$ cat config.mk
export PLATFORM = sky130hd
export DESIGN_NAME = culsans_id_remap
export DESIGN_NICKNAME = d
export VERILOG_FILES = /design/src/rtl/culsans_pkg.sv /design/src/rtl/culsans_id_remap_table.sv /design/src/rtl/culsans_id_remap.sv
export SDC_FILE = /design/constraint.sdc
export NUM_CORES = 1
export LEC_CHECK = 0
export BUFFER_PORTS_ARGS = -buffer_cell sky130_fd_sc_hd__buf_2
export CORE_ASPECT_RATIO = 2
export CORE_MARGIN = 1.5
export CORE_UTILIZATION = 40
export CTS_BUF_LIST = sky130_fd_sc_hd__clkbuf_16
export CTS_CLUSTER_SIZE = 20
export DETAILED_ROUTE_END_ITERATION = 6
export PLACE_DENSITY_LB_ADDON = 0.12
export SETUP_SLACK_MARGIN = 0.4
export SKIP_LAST_GASP = 1
export SLEW_MARGIN = 20
export SYNTH_ARGS = -nofsm -noshare
export SYNTH_HDL_FRONTEND = slang
export SYNTH_HIERARCHICAL = 1
export SYNTH_SLANG_ARGS = --single-unit
$ cat constraint.sdc
create_clock -name clk_i -period 8 [get_ports clk_i]
set_clock_uncertainty 0.1 [all_clocks]
set_input_delay 0.4 -clock clk_i [delete_from_list [all_inputs] [get_ports clk_i]]
set_output_delay 0.4 -clock clk_i [all_outputs]
set_load 0.02 [all_outputs]
$ cat src/rtl/culsans_pkg.sv
// -----------------------------------------------------------------------------
// culsans_pkg
// Shared definitions for the Culsans AXI ID remapper.
//   - Default upstream/downstream ID widths (downstream derived from the
//     upstream width) and the default per-slot transaction limit.
//   - remap_slot_t: layout of one remap table entry {in_id, count} at the
//     default widths.
//   - cnt_width(): width of a per-slot counter able to hold 0..max_txn.
// Optional feature macro used by culsans_id_remap: CULSANS_ID_REMAP_STAT_EN.
// -----------------------------------------------------------------------------
package culsans_pkg;

    localparam int unsigned IdWidthSlave      = 8;
    localparam int unsigned IdWidthMaster     = IdWidthSlave / 2;
    localparam int unsigned MaxTxnPerId       = 4;
    localparam int unsigned RemapCntWidth     = $clog2(MaxTxnPerId + 1);
    localparam int unsigned UnmappedCntWidth  = 16;

    // One remap table entry: the upstream ID that owns the slot and the number
    // of transactions still outstanding on it. count == 0 means the slot is free.
    typedef struct packed {
        logic [IdWidthSlave-1:0]  in_id;
        logic [RemapCntWidth-1:0] count;
    } remap_slot_t;

    function automatic int unsigned cnt_width(input int unsigned max_txn);
        return $clog2(max_txn + 1);
    endfunction

endpackage

$ cat src/rtl/culsans_id_remap_table.sv
// -----------------------------------------------------------------------------
// culsans_id_remap_table
// Remap slot table: one entry per downstream ID holding the owning upstream ID
// and an outstanding-transaction counter.
// Ports:
//   clk_i, rst_ni          clock, asynchronous active-low reset
//   lookup_id_i            upstream ID of the request currently presented
//   grant_ok_o             the request may be accepted (hit below limit, or a
//                          free slot exists for an unmapped ID)
//   grant_idx_o            slot the request maps to
//   alloc_i                request handshake: allocate/increment grant_idx_o
//   rsp_idx_i              downstream ID of the current response beat
//   rsp_last_fire_i        handshaked last beat on rsp_idx_i
//   rsp_in_id_o            stored upstream ID of slot rsp_idx_i
//   rsp_mapped_o           slot rsp_idx_i is allocated
//   any_alloc_o            at least one slot is allocated
// -----------------------------------------------------------------------------
module culsans_id_remap_table
    import culsans_pkg::*;
#(
    parameter int unsigned IN_ID_WIDTH    = IdWidthSlave,
    parameter int unsigned OUT_ID_WIDTH   = IdWidthMaster,
    parameter int unsigned MAX_TXN_PER_ID = MaxTxnPerId
) (
    input  logic                    clk_i,
    input  logic                    rst_ni,
    input  logic [IN_ID_WIDTH-1:0]  lookup_id_i,
    output logic                    grant_ok_o,
    output logic [OUT_ID_WIDTH-1:0] grant_idx_o,
    input  logic                    alloc_i,
    input  logic [OUT_ID_WIDTH-1:0] rsp_idx_i,
    input  logic                    rsp_last_fire_i,
    output logic [IN_ID_WIDTH-1:0]  rsp_in_id_o,
    output logic                    rsp_mapped_o,
    output logic                    any_alloc_o
);

    localparam int unsigned NUM_SLOTS = 1 << OUT_ID_WIDTH;
    localparam int unsigned CNT_W     = cnt_width(MAX_TXN_PER_ID);

    // Same layout as remap_slot_t, resized to this instance's parameters.
    typedef struct packed {
        logic [IN_ID_WIDTH-1:0] in_id;
        logic [CNT_W-1:0]       count;
    } slot_t;

    logic [NUM_SLOTS-1:0][IN_ID_WIDTH-1:0] slot_in_id;
    logic [NUM_SLOTS-1:0][CNT_W-1:0]       slot_cnt;
    logic [NUM_SLOTS-1:0]                  slot_used;
    logic [NUM_SLOTS-1:0]                  slot_match;

    logic                    hit;
    logic [OUT_ID_WIDTH-1:0] hit_idx;
    logic                    free_found;
    logic [OUT_ID_WIDTH-1:0] free_idx;

    // ------------------------------------------------------------------
    // Per-slot storage and counter update
    // ------------------------------------------------------------------
    for (genvar gi = 0; gi < NUM_SLOTS; gi++) begin : gen_slot
        slot_t slot_q;
        slot_t slot_d;
        logic  inc;
        logic  dec;

        assign slot_used[gi]  = (slot_q.count != '0);
        assign slot_match[gi] = slot_used[gi] && (slot_q.in_id == lookup_id_i);
        assign slot_in_id[gi] = slot_q.in_id;
        assign slot_cnt[gi]   = slot_q.count;

        assign inc = alloc_i && grant_ok_o && (grant_idx_o == OUT_ID_WIDTH'(gi));
        // Last beats on a free slot are ignored so the counter never underflows.
        assign dec = rsp_last_fire_i && slot_used[gi] && (rsp_idx_i == OUT_ID_WIDTH'(gi));

        // Simultaneous increment and decrement cancel out; the slot stays
        // allocated even when its count was 1.
        always_comb begin
            slot_d = slot_q;
            if (inc && !dec) begin
                slot_d.in_id = lookup_id_i;
                slot_d.count = slot_q.count + CNT_W'(1);
            end else if (dec && !inc) begin
                slot_d.count = slot_q.count - CNT_W'(1);
            end
        end

        always_ff @(posedge clk_i or negedge rst_ni) begin
            if (!rst_ni) begin
                slot_q <= '0;
            end else begin
                slot_q <= slot_d;
            end
        end
    end

    // ------------------------------------------------------------------
    // Lookup: existing mapping first, else lowest-index free slot
    // ------------------------------------------------------------------
    always_comb begin
        hit        = 1'b0;
        hit_idx    = '0;
        free_found = 1'b0;
        free_idx   = '0;
        for (int i = 0; i < NUM_SLOTS; i++) begin
            if (slot_match[i] && !hit) begin
                hit     = 1'b1;
                hit_idx = OUT_ID_WIDTH'(i);
            end
            if (!slot_used[i] && !free_found) begin
                free_found = 1'b1;
                free_idx   = OUT_ID_WIDTH'(i);
            end
        end
    end

    always_comb begin
        grant_ok_o  = 1'b0;
        grant_idx_o = '0;
        if (hit) begin
            // Reusing the slot keeps same-ID ordering downstream.
            grant_ok_o  = (slot_cnt[hit_idx] < CNT_W'(MAX_TXN_PER_ID));
            grant_idx_o = hit_idx;
        end else begin
            grant_ok_o  = free_found;
            grant_idx_o = free_idx;
        end
    end

    assign rsp_in_id_o  = slot_in_id[rsp_idx_i];
    assign rsp_mapped_o = slot_used[rsp_idx_i];
    assign any_alloc_o  = |slot_used;

endmodule

$ cat src/rtl/culsans_id_remap.sv
// -----------------------------------------------------------------------------
// culsans_id_remap
// Compresses wide upstream AXI IDs onto 2**OUT_ID_WIDTH downstream IDs.
// Requests pass through a single output register (1-cycle latency); responses
// pass through combinationally with the original ID restored from the table.
// Ports:
//   clk_i, rst_ni                       clock, asynchronous active-low reset
//   slv_req_{valid,ready,id,pld}        upstream request channel
//   mst_req_{valid,ready,id,pld}        downstream request channel (remapped ID)
//   mst_rsp_{valid,ready,id,last,pld}   downstream response channel
//   slv_rsp_{valid,ready,id,last,pld}   upstream response channel (restored ID)
//   busy_o                              slot allocated or request register full
//   unmapped_rsp_o, unmapped_cnt_o      only with CULSANS_ID_REMAP_STAT_EN:
//                                       sticky flag / saturating count of last
//                                       beats arriving on a free slot
// Optional feature macro: CULSANS_ID_REMAP_STAT_EN
// -----------------------------------------------------------------------------
module culsans_id_remap
    import culsans_pkg::*;
#(
    parameter int unsigned IN_ID_WIDTH    = IdWidthSlave,
    parameter int unsigned OUT_ID_WIDTH   = IdWidthMaster,
    parameter int unsigned MAX_TXN_PER_ID = MaxTxnPerId,
    parameter int unsigned REQ_PLD_WIDTH  = 64,
    parameter int unsigned RSP_PLD_WIDTH  = 64
) (
    input  logic                     clk_i,
    input  logic                     rst_ni,
    input  logic                     slv_req_valid_i,
    output logic                     slv_req_ready_o,
    input  logic [IN_ID_WIDTH-1:0]   slv_req_id_i,
    input  logic [REQ_PLD_WIDTH-1:0] slv_req_pld_i,
    output logic                     mst_req_valid_o,
    input  logic                     mst_req_ready_i,
    output logic [OUT_ID_WIDTH-1:0]  mst_req_id_o,
    output logic [REQ_PLD_WIDTH-1:0] mst_req_pld_o,
    input  logic                     mst_rsp_valid_i,
    output logic                     mst_rsp_ready_o,
    input  logic [OUT_ID_WIDTH-1:0]  mst_rsp_id_i,
    input  logic                     mst_rsp_last_i,
    input  logic [RSP_PLD_WIDTH-1:0] mst_rsp_pld_i,
    output logic                     slv_rsp_valid_o,
    input  logic                     slv_rsp_ready_i,
    output logic [IN_ID_WIDTH-1:0]   slv_rsp_id_o,
    output logic                     slv_rsp_last_o,
    output logic [RSP_PLD_WIDTH-1:0] slv_rsp_pld_o,
    output logic                     busy_o
`ifdef CULSANS_ID_REMAP_STAT_EN
    ,
    output logic                        unmapped_rsp_o,
    output logic [UnmappedCntWidth-1:0] unmapped_cnt_o
`endif
);

    logic                    grant_ok;
    logic [OUT_ID_WIDTH-1:0] grant_idx;
    logic                    req_fire;
    logic                    reg_free;
    logic                    rsp_last_fire;
    logic [IN_ID_WIDTH-1:0]  rsp_raw_in_id;
    logic                    rsp_mapped;
    logic                    any_alloc;

    logic                     out_valid_q, out_valid_d;
    logic [OUT_ID_WIDTH-1:0]  out_id_q,    out_id_d;
    logic [REQ_PLD_WIDTH-1:0] out_pld_q,   out_pld_d;

    culsans_id_remap_table #(
        .IN_ID_WIDTH    (IN_ID_WIDTH),
        .OUT_ID_WIDTH   (OUT_ID_WIDTH),
        .MAX_TXN_PER_ID (MAX_TXN_PER_ID)
    ) u_table (
        .clk_i           (clk_i),
        .rst_ni          (rst_ni),
        .lookup_id_i     (slv_req_id_i),
        .grant_ok_o      (grant_ok),
        .grant_idx_o     (grant_idx),
        .alloc_i         (req_fire),
        .rsp_idx_i       (mst_rsp_id_i),
        .rsp_last_fire_i (rsp_last_fire),
        .rsp_in_id_o     (rsp_raw_in_id),
        .rsp_mapped_o    (rsp_mapped),
        .any_alloc_o     (any_alloc)
    );

    // ------------------------------------------------------------------
    // Request path: single output register, refillable while draining
    // ------------------------------------------------------------------
    assign reg_free        = !out_valid_q || mst_req_ready_i;
    assign slv_req_ready_o = reg_free && grant_ok;
    assign req_fire        = slv_req_valid_i && slv_req_ready_o;

    always_comb begin
        out_valid_d = out_valid_q;
        out_id_d    = out_id_q;
        out_pld_d   = out_pld_q;
        if (req_fire) begin
            out_valid_d = 1'b1;
            out_id_d    = grant_idx;
            out_pld_d   = slv_req_pld_i;
        end else if (mst_req_ready_i) begin
            out_valid_d = 1'b0;
        end
    end

    always_ff @(posedge clk_i or negedge rst_ni) begin
        if (!rst_ni) begin
            out_valid_q <= 1'b0;
            out_id_q    <= '0;
            out_pld_q   <= '0;
        end else begin
            out_valid_q <= out_valid_d;
            out_id_q    <= out_id_d;
            out_pld_q   <= out_pld_d;
        end
    end

    assign mst_req_valid_o = out_valid_q;
    assign mst_req_id_o    = out_id_q;
    assign mst_req_pld_o   = out_pld_q;

    // ------------------------------------------------------------------
    // Response path: combinational pass-through with ID restore.
    // A beat on a free slot goes up with ID 0.
    // ------------------------------------------------------------------
    assign slv_rsp_valid_o = mst_rsp_valid_i;
    assign mst_rsp_ready_o = slv_rsp_ready_i;
    assign slv_rsp_last_o  = mst_rsp_last_i;
    assign slv_rsp_pld_o   = mst_rsp_pld_i;
    assign slv_rsp_id_o    = rsp_mapped ? rsp_raw_in_id : '0;
    assign rsp_last_fire   = mst_rsp_valid_i && slv_rsp_ready_i && mst_rsp_last_i;

    assign busy_o = any_alloc || out_valid_q;

`ifdef CULSANS_ID_REMAP_STAT_EN
    // ------------------------------------------------------------------
    // Unmapped-response statistics
    // ------------------------------------------------------------------
    logic                        unmapped_hit;
    logic                        unm_sticky_q, unm_sticky_d;
    logic [UnmappedCntWidth-1:0] unm_cnt_q,    unm_cnt_d;

    assign unmapped_hit = rsp_last_fire && !rsp_mapped;

    always_comb begin
        unm_sticky_d = unm_sticky_q;
        unm_cnt_d    = unm_cnt_q;
        if (unmapped_hit) begin
            unm_sticky_d = 1'b1;
            if (unm_cnt_q != '1) begin
                unm_cnt_d = unm_cnt_q + UnmappedCntWidth'(1);
            end
        end
    end

    always_ff @(posedge clk_i or negedge rst_ni) begin
        if (!rst_ni) begin
            unm_sticky_q <= 1'b0;
            unm_cnt_q    <= '0;
        end else begin
            unm_sticky_q <= unm_sticky_d;
            unm_cnt_q    <= unm_cnt_d;
        end
    end

    assign unmapped_rsp_o = unm_sticky_q;
    assign unmapped_cnt_o = unm_cnt_q;
`endif

endmodule

### After elaboration in Yosys (flattened, before gate mapping)

Index checks and enable logic that the tools add are counted.

| word-level totals | value |
|---|---|
| input port bits | 147 |
| logic and storage cells | 467 |
| bits in registers | 245 |
| output and inout bits | 146 |

| cells by class | value |
|---|---|
| add/subtract/negate cells | 32 |
| reductions and logical operators | 246 |
| muxes and demuxes | 105 |
| equality and inequality tests | 46 |
| $lt $le $gt $ge | 3 |

Operators by type and width:

| kind | count |
|---|---|
| 1-bit logical AND | 131 |
| 8-bit == test | 16 |
| 3-bit two-way mux | 41 |
| 1-bit logical NOT | 77 |
| 4-bit two-way mux | 17 |
| 4-bit == test (second input constant) | 16 |
| 3-bit by 1-bit adder with 3-bit output (second input constant) | 16 |
| 3-bit nonzero test | 16 |
| 3-bit by 1-bit subtractor with 3-bit output (second input constant) | 16 |
| 1-bit two-way mux | 38 |
| 2-bit nonzero test | 17 |
| 8-bit binary-select mux with 4-bit select | 1 |
| 4-bit by 3-bit == test with 1-bit output (second input constant) | 8 |
| 4-bit by 2-bit == test with 1-bit output (second input constant) | 4 |
| 8-bit two-way mux | 2 |
| 16-bit OR reduction | 1 |
| 3-bit binary-select mux with 4-bit select | 1 |
| 4-bit by 5-bit less-than comparator with 1-bit output (second input constant) | 2 |
| 4-bit by 1-bit == test with 1-bit output (second input constant) | 2 |
| 4-bit logical NOT | 2 |
| 2-bit two-way mux | 4 |
| 1-bit binary-select mux with 4-bit select | 1 |
| 3-bit less-than comparator (second input constant) | 1 |
| 1-bit logical OR | 2 |

### Logic depth before layout (Yosys ltp)

| depth | value |
|---|---|
| depth after elaboration | 60 |
| depth in mapped cells | 30 |

### Modules after synthesis

Netlist, hierarchy kept.

By module, submodules not included:

| module | instances | area each (um^2) | cells an instance | sequential area each (um^2) |
|---|---|---|---|---|
| culsans_id_remap_table | 1 | 10985.5 | 886 | 4404.2 |
| culsans_id_remap | 1 | 3195.6 | 227 | 1726.7 |

### Worst setup path before layout

No wires, ideal clock.

| timing path | value |
|---|---|
| path type | input to register |
| start | in slv_req_id_i[2] |
| end | reg u_table/gen_slot[0].slot_q[2] in the netlist's numbering |
| slack | 2.288 ns |
| library setup time | 0.079 ns |
| data required time | 7.821 ns |
| cell stages on the path | 26 |
| data arrival time | 5.533 ns |
| path buffers | 6 |
| path through | buf_4 > buf_12 > xnor2_1 > nand4_1 > nor3_1 > nand4bb_4 > or2_4 > o31ai_4 > mux2_1 > a221o_1 > nor2_1 > nand2_1 > nor2b_4 > buf_6 > buf_6 > buf_8 > inv_1 > or3_1 > nor4_1 > ha_1 > clkbuf_1 > inv_1 > fa_1 > xor2_1 > nor2_1 > xor2_1 |

| on the way | value |
|---|---|
| word-level cells in the longest chain between the ends | 59 |
| elaborated cells on any way between the ends | 108 |

Ends and longest elaborated chain:

| element | RTL line | RTL |
|---|---|---|
| from (decl) | culsans_id_remap.sv:31 | `input logic [IN_ID_WIDTH-1:0] slv_req_id_i,` |
| 8-bit == test | culsans_id_remap_table.sv:67 | `assign slot_match[gi] = slot_used[gi] && (slot_q.in_id == lookup_id_i);` |
| 1-bit logical AND | culsans_id_remap_table.sv:67 |  |
| 1-bit two-way mux | culsans_id_remap_table.sv:105 | `if (slot_match[i] && !hit) begin` |
| 1-bit logical NOT | culsans_id_remap_table.sv:105 |  |
| 1-bit logical AND | culsans_id_remap_table.sv:105 |  |
| 1-bit two-way mux | culsans_id_remap_table.sv:105 |  |
| 1-bit logical NOT | culsans_id_remap_table.sv:105 |  |
| 1-bit logical AND | culsans_id_remap_table.sv:105 |  |
| [... 43 more ...] | -- |  |
| 1-bit two-way mux * | culsans_id_remap_table.sv:119 | `if (hit) begin` |
| named net grant_ok | culsans_id_remap.sv:55 | `logic grant_ok;` |
| 1-bit logical AND | culsans_id_remap.sv:90 | `assign slv_req_ready_o = reg_free && grant_ok;` |
| 1-bit logical AND | culsans_id_remap.sv:91 | `assign req_fire = slv_req_valid_i && slv_req_ready_o;` |
| 1-bit logical AND * (2 in a row) | culsans_id_remap_table.sv:71 | `assign inc = alloc_i && grant_ok_o && (grant_idx_o == OUT_ID_WIDTH'(gi));` |
| 1-bit logical NOT | culsans_id_remap_table.sv:82 | `end else if (dec && !inc) begin` |
| 1-bit logical AND | culsans_id_remap_table.sv:82 |  |
| 2-bit nonzero test (no source line) | -- |  |
| to (signal assigned) | culsans_id_remap_table.sv:91 | `slot_q <= slot_d;` |
| to (decl) | culsans_id_remap_table.sv:61 | `slot_t slot_q;` |

The timed path passes the listed nets; every way through them passes the cells marked *. The select of a mux whose other input is x is not followed.
A chain may end at the register's enable or synchronous reset.

### Worst setup path after layout

| timing path | value |
|---|---|
| start | in slv_req_id_i[3] |
| end | reg u_table/gen_slot[1].slot_q[2] in the netlist's numbering |

| on the way | value |
|---|---|
| word-level cells in the longest chain between the ends | 59 |
| elaborated cells on any way between the ends | 108 |

Ends and longest elaborated chain:

| element | RTL line |
|---|---|
| 8-bit == test | culsans_id_remap_table.sv:67 |
| 1-bit logical AND | culsans_id_remap_table.sv:67 |
| 1-bit two-way mux | culsans_id_remap_table.sv:105 |
| 1-bit logical NOT | culsans_id_remap_table.sv:105 |
| 1-bit logical AND | culsans_id_remap_table.sv:105 |
| 1-bit two-way mux | culsans_id_remap_table.sv:105 |
| 1-bit logical NOT | culsans_id_remap_table.sv:105 |
| 1-bit logical AND | culsans_id_remap_table.sv:105 |
| [... 43 more ...] | -- |
| 1-bit two-way mux * | culsans_id_remap_table.sv:119 |
| named net grant_ok | culsans_id_remap.sv:55 |
| 1-bit logical AND | culsans_id_remap.sv:90 |
| 1-bit logical AND | culsans_id_remap.sv:91 |
| 1-bit logical AND * (2 in a row) | culsans_id_remap_table.sv:71 |
| 1-bit logical NOT | culsans_id_remap_table.sv:82 |
| 1-bit logical AND | culsans_id_remap_table.sv:82 |
| 2-bit nonzero test (no source line) | -- |
| to (signal assigned) | culsans_id_remap_table.sv:91 |
| to (decl) | culsans_id_remap_table.sv:61 |

Marks and branches as above.

==> metrics.md <==
| Metric | Value |
|---|---|
| GPL Wtd Cong | 0.925 |
| Most used cell, CP | xor2_1 |
| Die X | 136 um |
| Mapped Area | 0.0142 mm^2 |
| Post-DRT Antenna Nets | 0 |
| Adder-Cell Fraction of Synth Area | 3.67% |
| Cell Rows | 97 |
| Worst Hold Depth | 3 |
| HPWL after DPL | 32100 um |
| Initial cell density of the core | 40.6% |
| Async S/R FF share, synth | 100% |
| Synth cell types | 55 |
| Synth Area in Compound Gates | 1.57% |
| Design Power | 5630 uW |
| I/O pin cnt | 293 |
| Flop and latch count out of synthesis | 245 |
| Sequential area share after synthesis | 43.2% |
| Register area | 0.00613 mm^2 |
| Arrival time of the worst setup path | 6.63 ns |
| Commonest non-fill, non-tap cell in the layout | dfrtp_1 |
| WS Path Type | input port to flip-flop |
| DR vias/cell | 5.48 |
| Worst r2r src | u_table/gen_slot[6].slot_q[6] |
| CTS Root Cell | clkbuf_16 |
| Required @ worst endpoint | 8.38 ns |
| Max-Cap Viols | 0 |
| Worst-case reg-to-reg path depth | 21 |
| Achievable frequency | 160 MHz |
| HP Start | slv_req_valid_i |
| TritonCTS clock tree | yes |
| Synth-to-layout area growth | 14.0% |
| Post-synth top area cell | dfrtp_1 |
| VDD IR-drop max | 0.000181 V |
| DIE AREA | 0.0367 mm^2 |
| Nets@finish | 1431 |
| H-Tree Depth | 1 |
| Slowest stage cell, crit path | nor4_1 |
| Clk_lat worst skew | 0.56 ns |
| Largest net degree at the start of global routing | 149 |
| Number of global-route vias before repair | 10300 |
| Ys Warns | 6 |
| Crit path buf inv count | 3 |
| Post-synth EDFFs | 0 |
| Max incr delay on CP | 0.71 ns |
| Sink Count | 245 |
| Die H | 269 um |
| CP delay by family, top | simple AND/OR/NAND/NOR gates |
| Via count | 9394 |
| DRT iter0 DRCs | 563 |
| First-pass GRT wire length | 66100 um |
| Core area | 0.0350 mm^2 |
| Total GRT Usage | 24.8% |
| Xor/xnor cell area share of the yosys netlist | 10.9% |
| Leakage | 0.00722 uW |
| Multi-input gate area in the final layout | 0.00696 mm^2 |
| WL per Instance | 25.9 um |
| Post-synth top flop | dfrtp_1 |
| Count of input and output buffers | 164 |
| Total grt overflow | 0 |
| Syn_nets | 1292 |
| Initial antenna violation count | 0 |
| Slew margin rel. | 34.5% |
| Cells resized by post-CTS repair | 0 |
| Crit-path max FO | 32 |
| Ratio of final minimum period to clock period | 78.2% |
| Fill count | 3240 |
| Final wirelength | 44300 um |
| Syn avg cell area | 12.7 um^2 |
| Cts bufs inserted | 25 |
| Final hold violations | 0 |
| Area contributors post-synth | dfrtp_1 (43%), mux2_2 (16%), mux4_2 (7.1%) |
| Longest Clk Path Bufs | 3 |
| Setup_tns | 0 ns |
| Antenna fix cells | 0 |
| Final Max Slew Viols | 0 |
| Top cell type's share of synthesized area | 43.2% |
| Most frequent cells in the layout | dfrtp_1 (245), mux2_2 (203), buf_2 (163) |
| Setup crit end kind | flip-flop |
| Worst-path cell chain | buf_2 -> xor2_1 -> nor4_1 -> nand3_1 -> a41oi_1 -> o31ai_1 -> a21oi_1 -> mux2i_1 -> mux2i_1 -> a221o_1 -> nor2_1 -> nand2_1 -> nor2b_4 -> inv_1 -> or3_1 -> nor3_1 -> ha_1 -> inv_1 -> fa_1 -> xor2_1 -> nor2_1 -> xor2_1 |
| Cell depth of the worst setup path | 22 |
| Clock slew at the register clock pins of the worst setup and hold paths | 0.07 ns |
| CP startpoint | slv_req_id_i[3] |
| CP startpoint kind | input port |
| Unrepaired setup endpoints after global routing | false |
| Status | completed |
| Largest family of logic cells by synthesized area | multiplexers |
| Post-synthesis mux area share | 24.9% |
| Layout cell share with drive strength beyond 1 | 38.7% |
| Final setup fails | 0 |
| Post-Synth Simple-Gate Area | 8.02% |
| # DRC | 0 |
| Worst slew pin tran | 0.983 ns |
| Pwr per Cell Area | 348 mW/mm^2 |
| HP Class | input port to flip-flop |
| Syn Inst Count | 1113 |
| Final worst path period need | 6.25 ns |
| 1st-pass router iterations | 5 |
## registers in the layout (all words and copies together) (netlist names)
name and flops:
mst_req_pld_o 64, mst_req_valid_o 1, mst_req_id_o 4, u_table/gen_slot.slot_q 176
## Yosys cell counts (all sizes together) (2+ instances only)
library cell	n
nand3	27
nand4bb	2
nor3	26
or2	4
o21ai	7
nor2	33
inv	22
buf	105
and2	10
a21oi	8
or3	17
nand4	16
nand2	19
xor2	114
dfrtp	245
mux2	213
nand2b	4
a32oi	2
and3	6
clkbuf	35
xnor2	62
a211oi	2
ha	16
o31ai	2
a21o	2
mux2i	9
mux4	45
nor4	30
fa	16
nor2b	5
## logic make-up after synthesis
logic type,Yosys count
buffers and inverters,162
AO/OA/AOI/OAI,30
multiplexers,267
adder cells (fa/ha/maj),32
flip-flops,245
AND/OR/NAND/NOR,201
XOR/XNOR,176
## stage by stage
stage	cells	util (%)	hold slack, ns	setup WS [ns]	area, um^2
floorplan	1113	-	0.00441	2.29	14200
global placement	1605	42.2	0.385	1.36	14700
detailed placement	1605	42.2	0.387	1.24	14700
CTS	1715	46.3	0.0139	1.82	16200
global route	1715	46.3	0.0374	1.41	16200
finish	1715	46.3	0.0344	1.75	16200
## metal layers
| layer | vias to the layer above | track usage [%] | wire length [um] | share of wire, % |
|---|---|---|---|---|
| met1 | 4757 | 24.8 | 14700 | 33 |
| met3 | 185 | 2.84 | 1780 | 4.0 |
| met5 | - | 0 | 0 | 0 |
| li1 | 4122 | - | - | - |
| met4 | 0 | 19.7 | 4070 | 9.2 |
| met2 | 330 | 45.1 | 23800 | 54 |
## worst reg2reg max path: stages, from the launching register on
cell	delay, ns
dfrtp_1	0.40
xor2_1	0.19
nor4_1	0.71
nand3_1	0.32
a41oi_1	0.31
o31ai_1	0.11
a21oi_1	0.45
mux2i_1	0.25
mux2i_1	0.12
a221o_1	0.46
nor2_1	0.17
nand2_1	0.12
nor2b_4	0.13
inv_1	0.11
or3_1	0.44
nor3_1	0.19
ha_1	0.52
inv_1	0.12
fa_1	0.39
xor2_1	0.17
nor2_1	0.13
xor2_1	0.15
## power breakdown
group	total [uW]	leakage (uW)	internal (uW)	switching (uW)
Combinational	2340	0.00375	1100	1240
Clock	1160	0.000397	634	522
Sequential	2140	0.00307	1680	455
## final timing paths
check / to / slack (ns)
min in group asynchronous: mst_req_pld_o[44] / 0.35
max in group asynchronous: u_table/gen_slot[7].slot_q[5] / 6.06
max reg2reg: u_table/gen_slot[1].slot_q[2] / 1.85
min: mst_req_valid_o / 0.03
min reg2reg: mst_req_pld_o[47] / 0.40
max: u_table/gen_slot[1].slot_q[2] / 1.75
## what timing repair did
action / 4_1_cts / 5_1_grt
setup buffers: 0 / 0
hold buffers: 65 / 0
endpoints found under the hold margin: 161 / 0
## cell type report
cell class | count | area share [%]
Multi-Input combinational cell | 706 | 43.0
Clock buffer | 25 | 3.87
Inverter | 22 | 0.511
Tap cell | 445 | 3.44
Clock inverter | 20 | 0.929
Timing Repair Buffer | 252 | 10.3
Sequential cell | 245 | 37.9
Power figures use the tool's default switching activity.
